$ cat src/rtl/alu_sequencer.sv
// alu_sequencer: two-requester round-robin front end for the 32-bit ALU.
//   Latches one request, holds the ALU inputs for ALU_LAT posedges, then
//   captures rez/flags/ready into a single tagged response.
// Latency: accepted request -> rsp_valid after ALU_LAT cycles in ISSUE;
//   issue spacing is at least ALU_LAT+2 cycles.
// Backpressure: rsp_valid holds until rsp_ready; no request is accepted
//   while a transaction is in flight (reqN_ready low).
// Ports:
//   clk, reset (async, active-high)
//   req0_*/req1_*  : valid/ready request ports (op, a, b, mode)
//   rsp_*          : valid/ready response (id, rez, flags {V,C,N,Z}, err)
//   alu_*          : drive to / results from the ALU (ALU evaluates on negedge)
//   flags_q        : architectural flags register
// Optional feature macro: ALU_SEQ_FLAGS_REG_EN
//   defined     -> flags_q loads rsp_flags on a successful op-mode handshake
//   not defined -> flags_q tied to 4'b0000
module alu_sequencer #(
  parameter int ALU_LAT = 2
) (
  input  logic        clk,
  input  logic        reset,
  input  logic        req0_valid,
  output logic        req0_ready,
  input  logic [5:0]  req0_op,
  input  logic [31:0] req0_a,
  input  logic [31:0] req0_b,
  input  logic [1:0]  req0_mode,
  input  logic        req1_valid,
  output logic        req1_ready,
  input  logic [5:0]  req1_op,
  input  logic [31:0] req1_a,
  input  logic [31:0] req1_b,
  input  logic [1:0]  req1_mode,
  output logic        rsp_valid,
  input  logic        rsp_ready,
  output logic        rsp_id,
  output logic [31:0] rsp_rez,
  output logic [3:0]  rsp_flags,
  output logic        rsp_err,
  output logic [5:0]  alu_op_code,
  output logic [31:0] alu_val,
  output logic [31:0] alu_reg0,
  output logic        alu_move,
  output logic        alu_store,
  input  logic        alu_ready,
  input  logic [3:0]  alu_flags,
  input  logic [31:0] alu_rez,
  output logic [3:0]  flags_q
);

  localparam int LCW = (ALU_LAT > 2) ? $clog2(ALU_LAT) : 1;

  typedef enum logic [1:0] {
    IDLE  = 2'd0,
    ISSUE = 2'd1,
    RESP  = 2'd2
  } state_t;

  state_t           state;
  state_t           state_nxt;
  logic             rr_ptr;
  logic [LCW-1:0]   lat_cnt;

  logic [5:0]       txn_op;
  logic [31:0]      txn_a;
  logic [31:0]      txn_b;
  logic [1:0]       txn_mode;
  logic             txn_id;

  logic             grant0;
  logic             grant1;
  logic             accept;
  logic             capture;

  // rr_ptr's requester wins a tie; otherwise whichever one is valid.
  // The two grants are mutually exclusive by construction.
  assign grant0  = req0_valid & (~rr_ptr | ~req1_valid);
  assign grant1  = req1_valid & ( rr_ptr | ~req0_valid);
  assign accept  = (state == IDLE) & (grant0 | grant1) & ~reset;
  assign capture = (state == ISSUE) & (lat_cnt == LCW'(ALU_LAT - 1));

  // State register
  always_ff @(posedge clk or posedge reset) begin
    if (reset) state <= IDLE;
    else       state <= state_nxt;
  end

  // Next-state logic
  always_comb begin
    state_nxt = state;
    case (state)
      IDLE:    if (accept)    state_nxt = ISSUE;
      ISSUE:   if (capture)   state_nxt = RESP;
      RESP:    if (rsp_ready) state_nxt = IDLE;
      default:                state_nxt = IDLE;
    endcase
  end

  // Outputs: ALU inputs are zero outside ISSUE so the ALU sees a clean
  // no-op between transactions. Ready is masked during reset so every
  // output reads 0 while reset is held.
  always_comb begin
    req0_ready  = 1'b0;
    req1_ready  = 1'b0;
    rsp_valid   = 1'b0;
    alu_op_code = 6'd0;
    alu_val     = 32'd0;
    alu_reg0    = 32'd0;
    alu_move    = 1'b0;
    alu_store   = 1'b0;
    case (state)
      IDLE: begin
        req0_ready = grant0 & ~reset;
        req1_ready = grant1 & ~reset;
      end
      ISSUE: begin
        alu_op_code = txn_op;
        alu_val     = txn_b;
        alu_reg0    = txn_a;
        alu_move    = (txn_mode == 2'b01);
        alu_store   = (txn_mode == 2'b10);
      end
      RESP: begin
        rsp_valid = 1'b1;
      end
      default: ;
    endcase
  end

  // Transaction latch, hold counter and response capture
  always_ff @(posedge clk or posedge reset) begin
    if (reset) begin
      rr_ptr    <= 1'b0;
      lat_cnt   <= '0;
      txn_op    <= 6'd0;
      txn_a     <= 32'd0;
      txn_b     <= 32'd0;
      txn_mode  <= 2'd0;
      txn_id    <= 1'b0;
      rsp_id    <= 1'b0;
      rsp_rez   <= 32'd0;
      rsp_flags <= 4'd0;
      rsp_err   <= 1'b0;
    end else begin
      if (accept) begin
        txn_id   <= grant1;
        txn_op   <= grant1 ? req1_op   : req0_op;
        txn_a    <= grant1 ? req1_a    : req0_a;
        txn_b    <= grant1 ? req1_b    : req0_b;
        txn_mode <= grant1 ? req1_mode : req0_mode;
        rr_ptr   <= ~grant1;
        lat_cnt  <= '0;
      end else if (state == ISSUE) begin
        lat_cnt  <= lat_cnt + LCW'(1);
      end

      // An ALU not-ready (unknown opcode) zeroes the payload so consumers
      // never see a stale or garbage result alongside err.
      if (capture) begin
        rsp_id    <= txn_id;
        rsp_err   <= ~alu_ready;
        rsp_rez   <= alu_ready ? alu_rez   : 32'd0;
        rsp_flags <= alu_ready ? alu_flags : 4'd0;
      end
    end
  end

`ifdef ALU_SEQ_FLAGS_REG_EN
  // Only real ALU ops (mode 00, and 11 which behaves as 00) update the
  // architectural flags; move/store and errored ops leave them alone.
  always_ff @(posedge clk or posedge reset) begin
    if (reset) begin
      flags_q <= 4'd0;
    end else if ((state == RESP) && rsp_ready && ~rsp_err &&
                 ((txn_mode == 2'b00) || (txn_mode == 2'b11))) begin
      flags_q <= rsp_flags;
    end
  end
`else
  assign flags_q = 4'b0000;
`endif

endmodule
$ cat config.mk
export PLATFORM = sky130hd
export DESIGN_NAME = alu_sequencer
export DESIGN_NICKNAME = d
export VERILOG_FILES = /design/src/rtl/alu_sequencer.sv
export SDC_FILE = /design/constraint.sdc
export NUM_CORES = 1
export LEC_CHECK = 0
export ABC_CLOCK_PERIOD_IN_PS = 6100
export CAP_MARGIN = 30
export CORE_MARGIN = 2
export CORE_UTILIZATION = 37
export DETAILED_ROUTE_END_ITERATION = 16
export GPL_TIMING_DRIVEN = 0
export PLACE_DENSITY = 0.77
export SLEW_MARGIN = 40
export SYNTH_ARGS = -nofsm -noshare
export SYNTH_HDL_FRONTEND = slang
export SYNTH_SLANG_ARGS = --single-unit
export TNS_END_PERCENT = 30
$ cat constraint.sdc
create_clock -name clk -period 6.1 [get_ports clk]
set_input_delay 0.915 -clock clk [delete_from_list [all_inputs] [get_ports clk]]
set_output_delay 0.915 -clock clk [all_outputs]
set_load 0.02 [all_outputs]
==> out/qor.csv, run 1 <==
metric,value,unit
status,"finished, final reports clean",
routed_wl,19500,µm
syn_area_per_cell,9.38,µm²
die_w,126,µm
core_area,14600,µm²
finalSetupViolCount,0,
hold_end,rsp_flags[1]$_DFFE_PP0P_,
drc,0,
cp.required,5.18,ns
hold_path.class,reg -> reg,
n_fill_cell,1258,
port_buffers,297,
worst_hold_startpoint,rsp_flags[1]$_DFFE_PP0P_,
r2r_setup_slack,3.62,ns
finalClockSkew,0.00482,ns
p_seq_share,29.2,%
grt_max_degree,61,
ys_types,26,
num_rows,44,
ys_ff_latch,115,
clk_pin_slew,0.05,ns
slew_viol_final,0,
ctsResizeCount,0,
setup_tns,0,ns
fmax,230,MHz
rsz0062_at_grt,false,
drt_iter0_drc,346,
ant_nets,0,
dpl_cell_area,8780,µm²
yosysWarnings,0,
critPathArrivalTime,3.44,ns
grtUsageMet1,30.7,%
first_pass_iters,4,
yosysSeqAreaShare,52.0,%
hold_violations,0,
tightest_slew,0.687,ns
clkPwrFrac,25.2,%
insertion_delay,0.42,ns
grt_pass1_vias,5631,
ctsHoldBuffers,0,
yosysTopAreaCellShare,52.0,%
dr_total_vias,5505,
crit_type,in -> out,
layout.nets,1096,
numCtsBuffers,17,
internal_power,2.81,mW
cts_root_buf,clkbuf_16,
min_period,4.36,ns
yosysTopAreaCell,dfrtp_1,
cp-end-kind,output port,
cts_sinks,115,
dieArea,15900,µm²
total_power,4.37,mW
start_util,37.9,%
synth_cells,590,
slew_headroom,53.9,%
rr_startpoint,state[0]$_DFFE_PP0P_,
diodes,0,
final_common_cell,clkdlybuf4s50_1,
critPathMaxStageDelay,0.65,ns
r2r_cells,5,
vdd_ir_drop_max,0.229,mV
grt-ovfl-total,0,
antenna_found_initial,0,
p_leak,4.15,nW
cts_tree,built,
period_share,71.4,%
place.detailed.hpwl,14700,µm
syn_area,5530,µm²
busiest_layer,met2,
p_sw_share,35.6,%
final_cell_area,9430,µm²
worstReg2RegEnd,txn_b[1]$_DFFE_PP0P_,
use_met2,41.5,%
cts_buffer_depth,2,
wl_per_cell,17.6,µm
ioPinCount,303,
grt_util_all_layers,25.0,%
grt_pass1_wl,30800,µm
drive_gt1_share,5.21,%
cts_max_level,4,
p_comb_share,45.6,%
power-per-cell-area,463,nW/µm²
vias_per_cell,4.98,
cts_setup_buffers,0,
path_cells,"clkdlybuf4s50_1, or3_1, buf_2, or3_4, inv_2, buf_2, clkdlybuf4s50_1",
holdPathStages,2,
p_switching,1.56,mW
synth_area_leaders,"dfrtp_1 52%, a221o_1 12%, and2_1 7.9%",
worst_path_max_delay_cell,clkdlybuf4s50_1,
path_max_fanout,10,
final_cell_mix,"297 x clkdlybuf4s50_1, 115 x dfrtp_1, 75 x nand2_1",
die_y,126,µm
worstSetupStartpointType,input pin,
syn2layout_area_growth,70.5,%
cap_violations,0,
gp_congestion,0.846,
use_met3,7.22,%
## cells in the mapped netlist
library cell    n
a21bo_2         1
a21o_1          1
a221o_1        68
a2bb2oi_1       4
and2_1         70
buf_2           7
buf_4           4
buf_6           3
clkbuf_1       40
conb_1          1
dfrtp_1       115
inv_1          71
inv_2           1
nand2_1        75
nand2b_1        2
nand3b_1        1
nor2_1          4
nor2b_1         2
nor3_1         69
nor3b_1         2
o21ai_0        41
o21ai_1         1
o32ai_1         4
or3_1           1
or3_4           1
xnor2_1         1
## layer usage
metal  vias up  part of all wire [%]  wire length (µm)
met2       252                    49              9480
met5         -                     0                 0
li1       2645                     -                 -
met3        31                   8.4              1630
met1      2577                    40              7840
met4         0                   2.6               507
## critical path, delay by kind of cell
kind                   cells  cell delay (ns)
buffers and inverters      5             1.76
AND/OR/NAND/NOR            2             0.76
## area by class of cell
type	instances	area (µm²)	area share (%)
Multi-Input combinational cell	352	2150	22.8
Clock inverter	9	176	1.87
Timing Repair Buffer	298	3000	31.8
Clock buffer	22	474	5.03
Buffer	54	249	2.64
Inverter	72	278	2.94
Sequential cell	115	2880	30.5
Tap cell	184	230	2.44
## power groups by stage
stage | sequential, mW | combinational [mW] | clock (mW)
4_1_cts | 1.27 | 2.02 | 1.12
5_1_grt | 1.32 | 2.16 | 1.16
6_report | 1.27 | 1.99 | 1.10
2_1_floorplan | 1.34 | 1.00 | 0
3_3_place_gp | 1.27 | 1.98 | 0
3_5_place_dp | 1.27 | 2.02 | 0
## metrics by stage
| stage | instances | utilization, % | setup WS, ns | hold slack [ns] |
|---|---|---|---|---|
| floorplan | 593 | - | 2.14 | 0.472 |
| global placement | 1074 | 60.0 | 0.301 | 0.461 |
| detailed placement | 1075 | 60.2 | 1.71 | 0.469 |
| CTS | 1106 | 64.7 | 1.69 | 0.481 |
| global route | 1106 | 64.7 | 1.63 | 0.494 |
| finish | 1106 | 64.7 | 1.74 | 0.476 |
## state kept, by name, summed over array words and instances, names as in the netlist
signal     flops
rsp_id         1
lat_cnt        1
rr_ptr         1
txn_a         32
txn_op         6
state          2
rsp_rez       32
txn_mode       2
txn_id         1
rsp_flags      4
txn_b         32
rsp_err        1
## how the worst max path moves through the flow
stage	startpoint	end	slack (ns)
detailed placement	reset	req1_ready	1.71
finish	reset	req1_ready	1.74
global placement	reset	txn_a[12]$_DFFE_PP0P_	0.30
global route	reset	req1_ready	1.63
CTS	reset	req1_ready	1.69
floorplan	reset	lat_cnt$_DFFE_PP0P_	2.14
## kinds of logic after synthesis
kind of cell | count (synthesis) | synth area share, %
flip-flops | 115 | 52.0
AND/OR/NAND/NOR | 227 | 20.7
AO/OA/AOI/OAI | 120 | 17.7
XOR/XNOR | 1 | 0.158
buffers and inverters | 126 | 9.38
other | 1 | 0.0678
Power figures use the tool's default switching activity.
==> inputs of run 2 (changes only) <==
- ABC_CLOCK_PERIOD_IN_PS: 6100 -> 4000
- CORE_UTILIZATION: 37 -> 35
- PLACE_DENSITY: 0.77 -> 0.76
- clock period: 6.1 -> 4 ns (I/O delays scaled with it)
==> out/qor.csv, run 2 (synthesis gave the netlist of run 1 again) <==
metric,value,unit,change
status,"finished, final reports clean",,
antenna_found_initial,0,,unchanged
ant_nets,0,,unchanged
tightest_slew,0.705,ns,+0.0179 ns
wl_per_cell,17.8,µm,+1.0%
cts_setup_buffers,0,,unchanged
ioPinCount,303,,unchanged
fin_util,62.2,%,-2.5 points
period_share,94.9,%,
ctsHoldBuffers,0,,unchanged
grtUsageMet1,28.3,%,-2.4 points
gp_congestion,0.810,,-4.3%
finalClockSkew,0.00711,ns,+0.00229 ns
post-place-ws,0.209,ns,-1.50 ns
diodes,0,,unchanged
first_pass_iters,6,,+2
vdd_ir_drop_max,0.315,mV,+38%
grt_max_degree,64,,+4.9%
slew_viol_final,0,,unchanged
cts_max_level,4,,unchanged
grt_pass1_vias,5754,,+2.2%
drt_iter0_drc,345,,-0.29%
dieArea,16800,µm²,+5.5%
use_met3,8.32,%,+1.1 points
clk_pin_slew,0.05,ns,about the same
hold_path.class,reg -> reg,,
drc,0,,unchanged
grt_util_all_layers,24.1,%,-0.87 points
rsz0062_at_grt,false,,
p_leak,4.18,nW,+0.69%
cp-end-kind,output port,,
slew_headroom,52.7,%,-1.2 points
worstSetupStartpointType,input pin,,
numCtsBuffers,17,,unchanged
dpl_cell_area,8820,µm²,+0.38%
busiest_layer,met2,,
cts_tree,built,,
drive_gt1_share,5.20,%,-0.0056 points
setup_tns,0,ns,unchanged
critPathArrivalTime,3.19,ns,-0.25 ns
place.detailed.hpwl,15000,µm,+2.4%
die_y,130,µm,+2.7%
cts_root_buf,clkbuf_16,,
use_met2,40.2,%,-1.3 points
final_common_cell,clkdlybuf4s50_1,,
start_util,36.1,%,-1.8 points
routed_wl,20200,µm,+3.6%
cp.required,3.40,ns,-1.78 ns
cts_buffer_depth,2,,unchanged
cts_sinks,115,,unchanged
core_area,15300,µm²,+5.0%
grt_pass1_wl,30800,µm,+0.11%
layout.nets,1096,,unchanged
final_cell_mix,"297 x clkdlybuf4s50_1, 115 x dfrtp_1, 75 x nand2_1",,
grt-ovfl-total,0,,unchanged
num_rows,45,,+2.3%
vias_per_cell,4.97,,about the same
path_max_fanout,10,,unchanged
dr_total_vias,5641,,+2.5%
port_buffers,297,,unchanged
reg_top3,"rsp_rez: 32 flops, txn_a: 32 flops, txn_b: 32 flops",,
whs,0.473,ns,-0.00270 ns
crit_type,in -> out,,
postLayoutSetupSlackWorst,0.206,ns,-1.54 ns
power-per-cell-area,718,nW/µm²,+55%
syn2layout_area_growth,72.2,%,
hold_violations,0,,unchanged
die_w,130,µm,+2.7%
fmax,264,MHz,
finalSetupViolCount,0,,unchanged
ctsResizeCount,0,,unchanged
cap_violations,0,,unchanged
final_cell_area,9530,µm²,+0.99%
min_period,3.79,ns,
insertion_delay,0.42,ns,about the same
n_fill_cell,1357,,+7.9%
==> run 2: final timing paths <==
| kind | startpoint | end | slack [ns] | cells past startpoint |
|---|---|---|---|---|
| max | reset | req1_ready | 0.21 | 7 |
| min | rsp_rez[29]$_DFFE_PP0P_ | rsp_rez[29]$_DFFE_PP0P_ | 0.47 | 2 |
| max reg2reg | state[0]$_DFFE_PP0P_ | txn_b[0]$_DFFE_PP0P_ | 1.59 | 5 |
| min reg2reg | rsp_rez[29]$_DFFE_PP0P_ | rsp_rez[29]$_DFFE_PP0P_ | 0.47 | 2 |
| max in group asynchronous | reset | txn_a[17]$_DFFE_PP0P_ | 2.71 | 3 |
| min in group asynchronous | reset | rr_ptr$_DFFE_PP0P_ | 0.64 | 2 |
==> run 2: final cells by class <==
type	count	area (µm²)	area share (%)
multi-input cells	352	2150	22.5
flip-flops and latches	115	2880	30.2
inverters	72	278	2.92
plain buffers	54	249	2.61
clock inverters	8	219	2.30
repair buffers	298	3000	31.5
clock buffers	24	492	5.16
well taps	211	264	2.77
==> run 2: per-stage QoR <==
step,std cells,power [mW]
floorplan,593,3.57
global placement,1101,4.96
detailed placement,1102,5.02
CTS,1134,6.89
global route,1134,7.20
finish,1134,6.84
==> run 2: critical path, cell delays in order <==
cell	delay, ns
clkdlybuf4s50_1	0.52
or3_1	0.35
buf_2	0.21
or3_4	0.42
inv_2	0.14
buf_2	0.29
clkdlybuf4s50_1	0.66
==> run 2: routing by layer <==
metal / wire length (µm) / vias to the layer above / share of wire, %
met4: 674 / 0 / 3.3
li1: - / 2658 / -
met5: 0 / - / 0
met3: 1940 / 44 / 9.6
met2: 9690 / 249 / 48
met1: 7850 / 2690 / 39
==> run 2: power by group <==
part / switching (mW) / total [mW] / internal [mW]
logic: 1.59 / 3.05 / 1.47
clock network: 0.542 / 1.84 / 1.30
registers: 0.274 / 1.95 / 1.67
total: 2.40 / 6.84 / 4.44
